## src/rtl/gfx_pkg.sv

```systemverilog
// rtl/gfx_pkg.sv - shared widths, screen defaults and scheduler state encoding
package gfx_pkg;

  localparam int COORD_W   = 10;
  localparam int COLOR_W   = 12;
  localparam int H_RES_DEF = 640;
  localparam int V_RES_DEF = 480;

  typedef enum logic [2:0] {
    ST_IDLE       = 3'd0,
    ST_ISSUE      = 3'd1,
    ST_WAIT_START = 3'd2,
    ST_RUN        = 3'd3,
    ST_SERIAL     = 3'd4
  } sched_state_t;

endpackage

```

## src/rtl/quad_point_serializer.sv

```systemverilog
// rtl/quad_point_serializer.sv - latches a 4-point burst and emits clipped, de-duplicated pixels
// Ports: start latches in_* and begins a 4-slot walk; pix_* is the pixel
// handshake; done pulses in the cycle the last slot (idx 3) retires.
module quad_point_serializer
  import gfx_pkg::*;
#(
  parameter int H_RES = H_RES_DEF,
  parameter int V_RES = V_RES_DEF
) (
  input  logic               clk,
  input  logic               rst_,
  input  logic               start,
  input  logic [COORD_W-1:0] in_x_0,
  input  logic [COORD_W-1:0] in_x_1,
  input  logic [COORD_W-1:0] in_x_2,
  input  logic [COORD_W-1:0] in_x_3,
  input  logic [COORD_W-1:0] in_y_0,
  input  logic [COORD_W-1:0] in_y_1,
  input  logic [COORD_W-1:0] in_y_2,
  input  logic [COORD_W-1:0] in_y_3,
  input  logic [COLOR_W-1:0] in_color,
  output logic               pix_rts,
  input  logic               pix_rtr,
  output logic [COORD_W-1:0] pix_x,
  output logic [COORD_W-1:0] pix_y,
  output logic [COLOR_W-1:0] pix_color,
  output logic               done
);

  localparam logic [COORD_W-1:0] H_LIM = COORD_W'(H_RES);
  localparam logic [COORD_W-1:0] V_LIM = COORD_W'(V_RES);

  logic [COORD_W-1:0] pt_x [4];
  logic [COORD_W-1:0] pt_y [4];
  logic [COLOR_W-1:0] color_q;
  logic [1:0]         idx;
  logic               active;
  logic [COORD_W-1:0] cur_x, cur_y;
  logic               pt_ok, dup, step;

  // A slot is emitted only if on-screen and not equal to any earlier slot
  // (earlier off-screen slots still count, which is harmless since an equal
  // point would be off-screen too).
  always_comb begin
    cur_x = pt_x[idx];
    cur_y = pt_y[idx];
    dup   = 1'b0;
    for (int j = 0; j < 3; j++) begin
      if ((2'(j) < idx) && (pt_x[j] == cur_x) && (pt_y[j] == cur_y)) dup = 1'b1;
    end
    pt_ok   = (cur_x < H_LIM) && (cur_y < V_LIM) && !dup;
    pix_rts = active && pt_ok;
    step    = active && (!pt_ok || pix_rtr);
    done    = step && (idx == 2'd3);
  end

  // Outputs come straight from the held latch so they cannot move under a stall.
  assign pix_x     = cur_x;
  assign pix_y     = cur_y;
  assign pix_color = color_q;

  always_ff @(posedge clk or negedge rst_) begin
    if (!rst_) begin
      for (int i = 0; i < 4; i++) begin
        pt_x[i] <= '0;
        pt_y[i] <= '0;
      end
      color_q <= '0;
      idx     <= 2'd0;
      active  <= 1'b0;
    end else if (start) begin
      pt_x[0] <= in_x_0;
      pt_x[1] <= in_x_1;
      pt_x[2] <= in_x_2;
      pt_x[3] <= in_x_3;
      pt_y[0] <= in_y_0;
      pt_y[1] <= in_y_1;
      pt_y[2] <= in_y_2;
      pt_y[3] <= in_y_3;
      color_q <= in_color;
      idx     <= 2'd0;
      active  <= 1'b1;
    end else if (step) begin
      idx <= idx + 2'd1;
      if (idx == 2'd3) active <= 1'b0;
    end
  end

endmodule

```

## src/rtl/ellipse_sched.sv

```systemverilog
// rtl/ellipse_sched.sv - round-robin ellipse drawer scheduler with burst-to-pixel serializer
// Ports: req0_*/req1_* command requesters; drw_* command to the drawer;
// pt_* 4-point bursts from the drawer; pix_* pixel write stream;
// busy high outside IDLE; grant_id is the requester being served.
module ellipse_sched
  import gfx_pkg::*;
#(
  parameter int H_RES = H_RES_DEF,
  parameter int V_RES = V_RES_DEF
) (
  input  logic               clk,
  input  logic               rst_,
  input  logic               req0_rts,
  output logic               req0_rtr,
  input  logic [COORD_W-1:0] req0_x0,
  input  logic [COORD_W-1:0] req0_y0,
  input  logic [COORD_W-1:0] req0_a,
  input  logic [COORD_W-1:0] req0_b,
  input  logic [COLOR_W-1:0] req0_color,
  input  logic               req1_rts,
  output logic               req1_rtr,
  input  logic [COORD_W-1:0] req1_x0,
  input  logic [COORD_W-1:0] req1_y0,
  input  logic [COORD_W-1:0] req1_a,
  input  logic [COORD_W-1:0] req1_b,
  input  logic [COLOR_W-1:0] req1_color,
  output logic               drw_rts,
  input  logic               drw_rtr,
  output logic [COORD_W-1:0] drw_x0,
  output logic [COORD_W-1:0] drw_y0,
  output logic [COORD_W-1:0] drw_a,
  output logic [COORD_W-1:0] drw_b,
  output logic [COLOR_W-1:0] drw_color,
  input  logic               pt_rts,
  output logic               pt_rtr,
  input  logic [COORD_W-1:0] pt_x_0,
  input  logic [COORD_W-1:0] pt_x_1,
  input  logic [COORD_W-1:0] pt_x_2,
  input  logic [COORD_W-1:0] pt_x_3,
  input  logic [COORD_W-1:0] pt_y_0,
  input  logic [COORD_W-1:0] pt_y_1,
  input  logic [COORD_W-1:0] pt_y_2,
  input  logic [COORD_W-1:0] pt_y_3,
  input  logic [COLOR_W-1:0] pt_color,
  output logic               pix_rts,
  input  logic               pix_rtr,
  output logic [COORD_W-1:0] pix_x,
  output logic [COORD_W-1:0] pix_y,
  output logic [COLOR_W-1:0] pix_color,
  output logic               busy,
  output logic               grant_id
);

  sched_state_t state, state_nxt;
  logic last_grant, sel, any_req;
  logic req_xfer, run_finish, ser_start, ser_done;

  always_ff @(posedge clk or negedge rst_) begin
    if (!rst_) state <= ST_IDLE;
    else       state <= state_nxt;
  end

  always_comb begin
    state_nxt  = state;
    req0_rtr   = 1'b0;
    req1_rtr   = 1'b0;
    drw_rts    = 1'b0;
    pt_rtr     = 1'b0;
    ser_start  = 1'b0;
    req_xfer   = 1'b0;
    run_finish = 1'b0;
    any_req    = req0_rts | req1_rts;
    // On a tie the requester not served last wins; otherwise whoever asks.
    sel        = (req0_rts && req1_rts) ? ~last_grant : req1_rts;
    case (state)
      ST_IDLE: begin
        if (any_req) begin
          req0_rtr  = ~sel;
          req1_rtr  = sel;
          req_xfer  = 1'b1;
          state_nxt = ST_ISSUE;
        end
      end
      ST_ISSUE: begin
        drw_rts = 1'b1;
        if (drw_rtr) state_nxt = ST_WAIT_START;
      end
      ST_WAIT_START: begin
        // drw_rtr still reads "idle" right after the handoff; wait for it to drop.
        if (!drw_rtr) state_nxt = ST_RUN;
      end
      ST_RUN: begin
        pt_rtr = 1'b1;
        if (pt_rts) begin
          ser_start = 1'b1;
          state_nxt = ST_SERIAL;
        end else if (drw_rtr) begin
          run_finish = 1'b1;
          state_nxt  = ST_IDLE;
        end
      end
      ST_SERIAL: begin
        if (ser_done) state_nxt = ST_RUN;
      end
      default: state_nxt = ST_IDLE;
    endcase
  end

  always_ff @(posedge clk or negedge rst_) begin
    if (!rst_) begin
      drw_x0     <= '0;
      drw_y0     <= '0;
      drw_a      <= '0;
      drw_b      <= '0;
      drw_color  <= '0;
      grant_id   <= 1'b0;
      last_grant <= 1'b1;
    end else begin
      if (req_xfer) begin
        drw_x0    <= sel ? req1_x0    : req0_x0;
        drw_y0    <= sel ? req1_y0    : req0_y0;
        drw_a     <= sel ? req1_a     : req0_a;
        drw_b     <= sel ? req1_b     : req0_b;
        drw_color <= sel ? req1_color : req0_color;
        grant_id  <= sel;
      end
      if (run_finish) last_grant <= grant_id;
    end
  end

  assign busy = (state != ST_IDLE);

  quad_point_serializer #(
    .H_RES(H_RES),
    .V_RES(V_RES)
  ) u_ser (
    .clk      (clk),
    .rst_     (rst_),
    .start    (ser_start),
    .in_x_0   (pt_x_0),
    .in_x_1   (pt_x_1),
    .in_x_2   (pt_x_2),
    .in_x_3   (pt_x_3),
    .in_y_0   (pt_y_0),
    .in_y_1   (pt_y_1),
    .in_y_2   (pt_y_2),
    .in_y_3   (pt_y_3),
    .in_color (pt_color),
    .pix_rts  (pix_rts),
    .pix_rtr  (pix_rtr),
    .pix_x    (pix_x),
    .pix_y    (pix_y),
    .pix_color(pix_color),
    .done     (ser_done)
  );

endmodule

```

## config.mk

```make
export PLATFORM = sky130hd
export DESIGN_NAME = ellipse_sched
export DESIGN_NICKNAME = d
export VERILOG_FILES = /design/src/rtl/gfx_pkg.sv /design/src/rtl/quad_point_serializer.sv /design/src/rtl/ellipse_sched.sv
export SDC_FILE = /design/constraint.sdc
export NUM_CORES = 1
export LEC_CHECK = 0
export CAP_MARGIN = 40
export CELL_PAD_IN_SITES_DETAIL_PLACEMENT = 0
export CELL_PAD_IN_SITES_GLOBAL_PLACEMENT = 1
export CORE_MARGIN = 4
export CORE_UTILIZATION = 34
export CTS_CLUSTER_DIAMETER = 60
export DETAILED_ROUTE_END_ITERATION = 6
export GPL_ROUTABILITY_DRIVEN = 0
export PLACE_DENSITY = 0.84
export SYNTH_ARGS = -nofsm -noshare
export SYNTH_HDL_FRONTEND = slang
export SYNTH_SLANG_ARGS = --single-unit
```

## constraint.sdc

```tcl
create_clock -name clk -period 2.8 [get_ports clk]
set_input_delay 0.28 -clock clk [delete_from_list [all_inputs] [get_ports clk]]
set_output_delay 0.28 -clock clk [all_outputs]
set_load 0.05 [all_outputs]
```

### After elaboration in Yosys (flattened, before gate mapping)

Index checks and enable logic that the tools add are counted.

| operators by class | value |
|---|---|
| add/sub/neg operators | 1 |
| magnitude comparators | 6 |
| equality and inequality tests | 16 |
| muxes and demuxes | 40 |
| bitwise gates (word level) | 4 |
| reductions and logical operators | 21 |

Operators with widths:

| kind | number |
|---|---|
| two-way mux 10 bit | 8 |
| == test 10 bit | 6 |
| binary-select mux 10 bit (select 2 bit) | 2 |
| two-way mux 1 bit | 20 |
| two-way mux 3 bit | 6 |
| one-hot mux 3 bit (5 select lines) | 1 |
| logical AND 1 bit | 12 |
| two-way mux 12 bit | 1 |
| less-than comparator 10 bit (second input constant) | 1 |
| less-than comparator 10 x 9 -> 1 bit (second input constant) | 1 |
| inequality test 2 bit (second input constant) | 4 |
| == test 3 x 2 -> 1 bit (second input constant) | 2 |
| AND reduction 5 bit | 1 |
| less-than comparator 1 x 2 -> 1 bit (first input constant) | 2 |
| two-way mux 2 bit | 2 |
| nonzero test 2 bit | 2 |
| == test 3 x 1 -> 1 bit (second input constant) | 1 |
| == test 3 bit (second input constant) | 1 |
| >= comparator 3 bit (second input constant) | 1 |
| zero test 3 bit | 1 |
| inequality test 3 bit (second input constant) | 1 |
| NOT 2 -> 3 bit | 1 |
| nonzero test 3 bit | 1 |
| adder 2 x 1 -> 2 bit (second input constant) | 1 |
| other kinds (7) | 9 |

| word-level totals | value |
|---|---|
| register bits | 152 |

### Depth between registers and ports, before layout

| depth | value |
|---|---|
| word-level depth | 18 |
| mapped depth | 11 |

### Hierarchy

From an unflattened synthesis, not the netlist that was laid out.

| unflattened totals | value |
|---|---|
| cell total of the unflattened synthesis | 775 |
| area, all modules | 8753.4 sq um |

Modules (own cells, without submodules):

| module | instances | cells each | area each (sq um) | sequential area each (sq um) |
|---|---|---|---|---|
| quad_point_serializer | 1 | 560 | 6019.5 | 2377.3 |
| ellipse_sched | 1 | 215 | 2733.9 | 1427.6 |

### Least setup slack after synthesis

No wires, ideal clock.

| timing | value |
|---|---|
| path kind | register -> output |
| start point | reg u_ser.idx[0] |
| end point | out pix_rts |
| arrival | 3.594 ns |
| required time | 2.520 ns |
| slack | -1.074 ns |
| cell stages (with the launch flop) | 9 |
| buffers on the path | 4 |
| cell sequence | dfrtp_1 -> buf_6 -> buf_6 -> buf_6 -> buf_2 -> o21ai_0 -> nand4_1 -> nand3b_1 -> nor4b_1 |

RTL lines:

| item | RTL line | text |
|---|---|---|
| start: declaration | quad_point_serializer.sv:36 | `logic [1:0] idx;` |
| start signal: assignment | quad_point_serializer.sv:84 | `idx <= idx + 2'd1;` |
| NOT 2 -> 3 bit (not written as such) (*) | quad_point_serializer.sv:46 | `cur_y = pt_y[idx];` |
| binary-select mux 10 bit (select 2 bit) (*) | quad_point_serializer.sv:46 |  |
| two-way mux 10 bit (not written as such) (*) (2 in series) | quad_point_serializer.sv:46 |  |
| net pix_y[5] | ellipse_sched.sv:48 | `output logic [COORD_W-1:0] pix_y,` |
| == test 10 bit | quad_point_serializer.sv:49 | `if ((2'(j) < idx) && (pt_x[j] == cur_x) && (pt_y[j] == cur_y)) dup = 1'b1;` |
| logical AND 1 bit | quad_point_serializer.sv:49 |  |
| two-way mux 1 bit (3 in series) | quad_point_serializer.sv:49 |  |
| zero test 1 bit | quad_point_serializer.sv:51 | `pt_ok = (cur_x < H_LIM) && (cur_y < V_LIM) && !dup;` |
| logical AND 1 bit (*) | quad_point_serializer.sv:51 |  |
| logical AND 1 bit (*) | quad_point_serializer.sv:52 | `pix_rts = active && pt_ok;` |
| end: declaration | ellipse_sched.sv:45 | `output logic pix_rts,` |

Mark *: on every way through the listed nets, which the timed path passes. The rest lies on a longest branch. The select of a mux whose other input is x is not followed.

### Final worst setup path

| timing | value |
|---|---|
| start point | reg u_ser.idx[1] |
| end point | out pix_rts |

| on the way | value |
|---|---|
| word-level cells in the longest chain between the ends | 13 |

RTL lines:

| item | RTL line | text |
|---|---|---|
| NOT 2 -> 3 bit (not written as such) | quad_point_serializer.sv:45, quad_point_serializer.sv:46 |  |
| binary-select mux 10 bit (select 2 bit) | quad_point_serializer.sv:45 | `cur_x = pt_x[idx];` |
| two-way mux 10 bit (not written as such) (2 in series) | quad_point_serializer.sv:45 |  |
| == test 10 bit | quad_point_serializer.sv:49 |  |
| logical AND 1 bit (2 in series) | quad_point_serializer.sv:49 |  |
| two-way mux 1 bit (3 in series) | quad_point_serializer.sv:49 |  |
| zero test 1 bit | quad_point_serializer.sv:51 |  |
| logical AND 1 bit (*) | quad_point_serializer.sv:51 |  |
| logical AND 1 bit (*) | quad_point_serializer.sv:52 |  |

Mark *: on every way between the ends. The rest lies on a longest branch, timed or not. The select of a mux whose other input is x is not followed.

==> metrics.md <==
| Metric | Value |
|---|---|
| Die Area | 28300 µm² |
| CTS tree | built |
| HP Class | input pin to flop |
| Yosys cell types | 66 |
| Ranking of synthesized cells by area | dfrtp_1, nand2_1, mux2i_1, o21ai_0, xnor2_1 |
| CP max FO | 14 |
| Clk_lat worst skew | 0.43 ns |
| H-tree levels | 4 |
| Vias in the first global route | 8448 |
| WL final | 32700 µm |
| Area share of the largest cell type after synthesis | 43.2% |
| Worst Max-Slew Pin Slew | 0.626 ns |
| Register area | 3810 µm² |
| Clock-pin slew of the registers on the worst-case setup and hold paths | 0.08 ns |
| Via count | 8353 |
| Peak VDD IR | 956 µV |
| PwrDens | 1400 nW/µm² |
| Core ar. | 25300 µm² |
| Ys flop type | dfrtp_1 |
| Post-DP HPWL | 24600 µm |
| Leakage power | 5.75 nW |
| Slew Limit Fails | 0 |
| Outcome | finished with violations |
| Failing checks | negative setup slack |
| Tcrit/Tclk final | 107% |
| Area Overhead vs Synth | 49.4% |
| Share of cells above drive strength 1 | 11.6% |
| Startpoint Class | flop |
| Minimum hold slack | 0.375 ns |
| Worst Skew | 0.0113 ns |
| Cell total after placement | 1567 |
| Area of the multi-input gates | 4680 µm² |
| Non-filler instance count after layout | 1617 |
| Crit path DAT | 2.73 ns |
| Mapped cell area | 8740 µm² |
| DRT antenna net count | 0 |
| Crit path max-delay family | simple AND/OR/NAND/NOR gates |
| Die Wd | 168 µm |
| DRT iter0 DRCs | 651 |
| Slowest Stage Delay on Critical Path | 0.50 ns |
| Post-synthesis cell count | 988 |
| Max_slew headroom | 58.1% |
| Clock buffer count from CTS | 17 |
| Critical path's slowest cell | dfrtp_2 |
| All-Layer GR Usage | 22.4% |
| CTS root buf | clkbuf_16 |
| Fin. Hold Viols | 0 |
| Min Tclk post-route | 3.01 ns |
| Critical Path, Cell by Cell | buf_6, mux2i_4, or3_4, o2111ai_4, a211oi_2, nand4_1, o21ai_2, nor4b_4, buf_12 |
| Crit path kind | flop to primary output |
| FILL cells | 2379 |
| Vias per inst | 5.17 |
| Warning count from the yosys run | 0 |
| CP Buf/Inv Count | 2 |
| Clock Tree Buf Depth | 2 |
| Final Net Count | 1478 |
| Final setup violation count | 1 |
| Io pins | 294 |
| Synth area leader | dfrtp_1 |
| Clock Sinks | 152 |
| Number of enable flip-flop cells after synthesis | 0 |
| Largest net degree at the start of global routing | 100 |
| IO Port Bufs | 293 |
| DRC | 0 |
| Overflow after GRT | 0 |
| Syn Nets | 1193 |
| Setup ws final | -0.210 ns |
| Async set or reset register ratio after synthesis | 100% |
| Max cap viols | 0 |
| Register area share after synthesis | 43.5% |
| WP data required | 2.52 ns |
| Initial Util | 34.6% |
| FF+latch count, synth | 152 |
| Cell Rows | 58 |
| Post-Syn Area per Cell | 8.85 µm² |
| Place WS | 0.109 ns |
| First-pass iteration count of the detailed router | 6 |
| RSZ-0062 raised after global routing | yes |
| Achievable Freq | 332 MHz |
| First-pass GRT wire length | 49300 µm |
| Initial antenna violation count | 5 |
| Die height | 168 µm |
| Avg WL per Cell | 20.2 µm |
| CP endpoint kind | primary output |
[routing by layer]
layer  vias up  global-route usage, %  wire (µm)  share of wire, %
li1       3952                      -          -                 -
met1      3957                   27.1      12800                39
met2       379                   38.5      16100                49
met3        59                   7.37       2890               8.8
met4         6                   5.93        824               2.5
met5         -                      0         34              0.10
[path summary, 6_finish.rpt]
check / startpoint / to / slack [ns] / cells after the start
min reg2reg: u_ser.pix_color[1] / u_ser.pix_color[1] / 0.48 / 2
max in group asynchronous: rst_ / u_ser.pt_x[12] / 1.64 / 3
max reg2reg: u_ser.idx[1] / state[1] / 0.18 / 10
max: u_ser.idx[1] / pix_rts / -0.21 / 9
min in group asynchronous: rst_ / u_ser.pt_x[14] / 0.40 / 2
min: pt_color[10] / u_ser.pix_color[10] / 0.38 / 3
[state kept, by name (all words and copies together), names as in the netlist, 2 cells and up]
register,cells
u_ser.pt_y,40
state,3
u_ser.idx,2
drw_a,10
u_ser.pix_color,12
u_ser.pt_x,40
drw_x0,10
drw_color,12
drw_b,10
drw_y0,10
[through the flow]
step           area [µm²]  util [%]  TNS [ns]  power [W]
6_report            13100      51.7    -0.210     0.0183
5_1_grt             13100      51.7    -0.298     0.0193
4_1_cts             12900      51.0    -0.158     0.0180
3_5_place_dp        12100      47.7         0     0.0152
3_3_place_gp        12100      47.7         0     0.0151
2_1_floorplan        8760         -         0     0.0115
[area by class of cell]
cell class              count  share of cell area [%]
clock buffers              17                    3.26
repair buffers            342                    26.3
well taps                 330                    3.16
multi-input cells         737                    35.9
diodes                      1                  0.0192
flip-flops and latches    152                    29.2
inverters                  23                   0.661
clock inverters            15                    1.57
[cells in the mapped netlist (3+ instances only)]
| master | instances |
|---|---|
| clkbuf_1 | 55 |
| mux2i_1 | 72 |
| a21oi_1 | 21 |
| o221ai_1 | 5 |
| a21boi_0 | 4 |
| buf_6 | 7 |
| o21ai_0 | 84 |
| and2_1 | 3 |
| nor2b_1 | 12 |
| nand4_1 | 8 |
| a2bb2oi_1 | 3 |
| inv_1 | 22 |
| buf_2 | 9 |
| xor2_1 | 34 |
| o22ai_1 | 6 |
| o2111ai_1 | 6 |
| nor2_1 | 15 |
| dfrtp_1 | 151 |
| a221oi_1 | 3 |
| nand3b_1 | 5 |
| nor3_1 | 5 |
| xnor2_1 | 42 |
| a211oi_1 | 7 |
| a22oi_1 | 36 |
| mux4_2 | 6 |
| nand2_1 | 304 |
| a31oi_1 | 7 |
| nor4_1 | 3 |
[cell usage in the layout (no fill, tap or decap), drive strengths merged, types with 6 or more instances in the layout]
master and count:
nand2 305, clkdlybuf4s50 272, dfrtp 151, o21ai 85, mux2i 72, buf 67
xnor2 42, a22oi 36, xor2 34, inv 29, a21oi 21, clkbuf 18
nor2 15, nor2b 12, nand4 8, clkinv 8, a31oi 7, a211oi 7
mux4 6, o22ai 6, o2111ai 6
[power breakdown]
| group | internal [W] | switching [W] | leakage, nW |
|---|---|---|---|
| clock | 0.00130 | 0.00111 | 0.305 |
| combinational | 0.00442 | 0.00677 | 3.56 |
| sequential | 0.00324 | 0.00149 | 1.89 |
| total | 0.00896 | 0.00937 | 5.75 |
[what timing repair did]
item                                   4_1_cts  5_1_grt
setup endpoints to repair                    2        1
hold buffers                                 1        0
buffers inserted                             9        6
pin swaps                                    1        8
gates cloned                                 1        1
endpoints found under the hold margin       53        0
resized for setup                           16       25
[tightest hold or removal path, stage by stage]
cell             delay [ns]
clkdlybuf4s50_1        0.40
nand2_1                0.05
nand2_1                0.04
[logic make-up (layout without fill, tap and decap cells)]
logic type	Yosys count	count (layout)	synth area share (%)
multiplexers	80	80	10.0
AND/OR/NAND/NOR	369	369	17.5
flip-flops	152	152	43.5
AO/OA/AOI/OAI	210	210	15.7
XOR/XNOR	76	76	7.61
other	0	1	0
adder cells (fa/ha/maj)	2	2	0.286
buffers and inverters	99	397	5.38
Power figures use the tool's default switching activity.
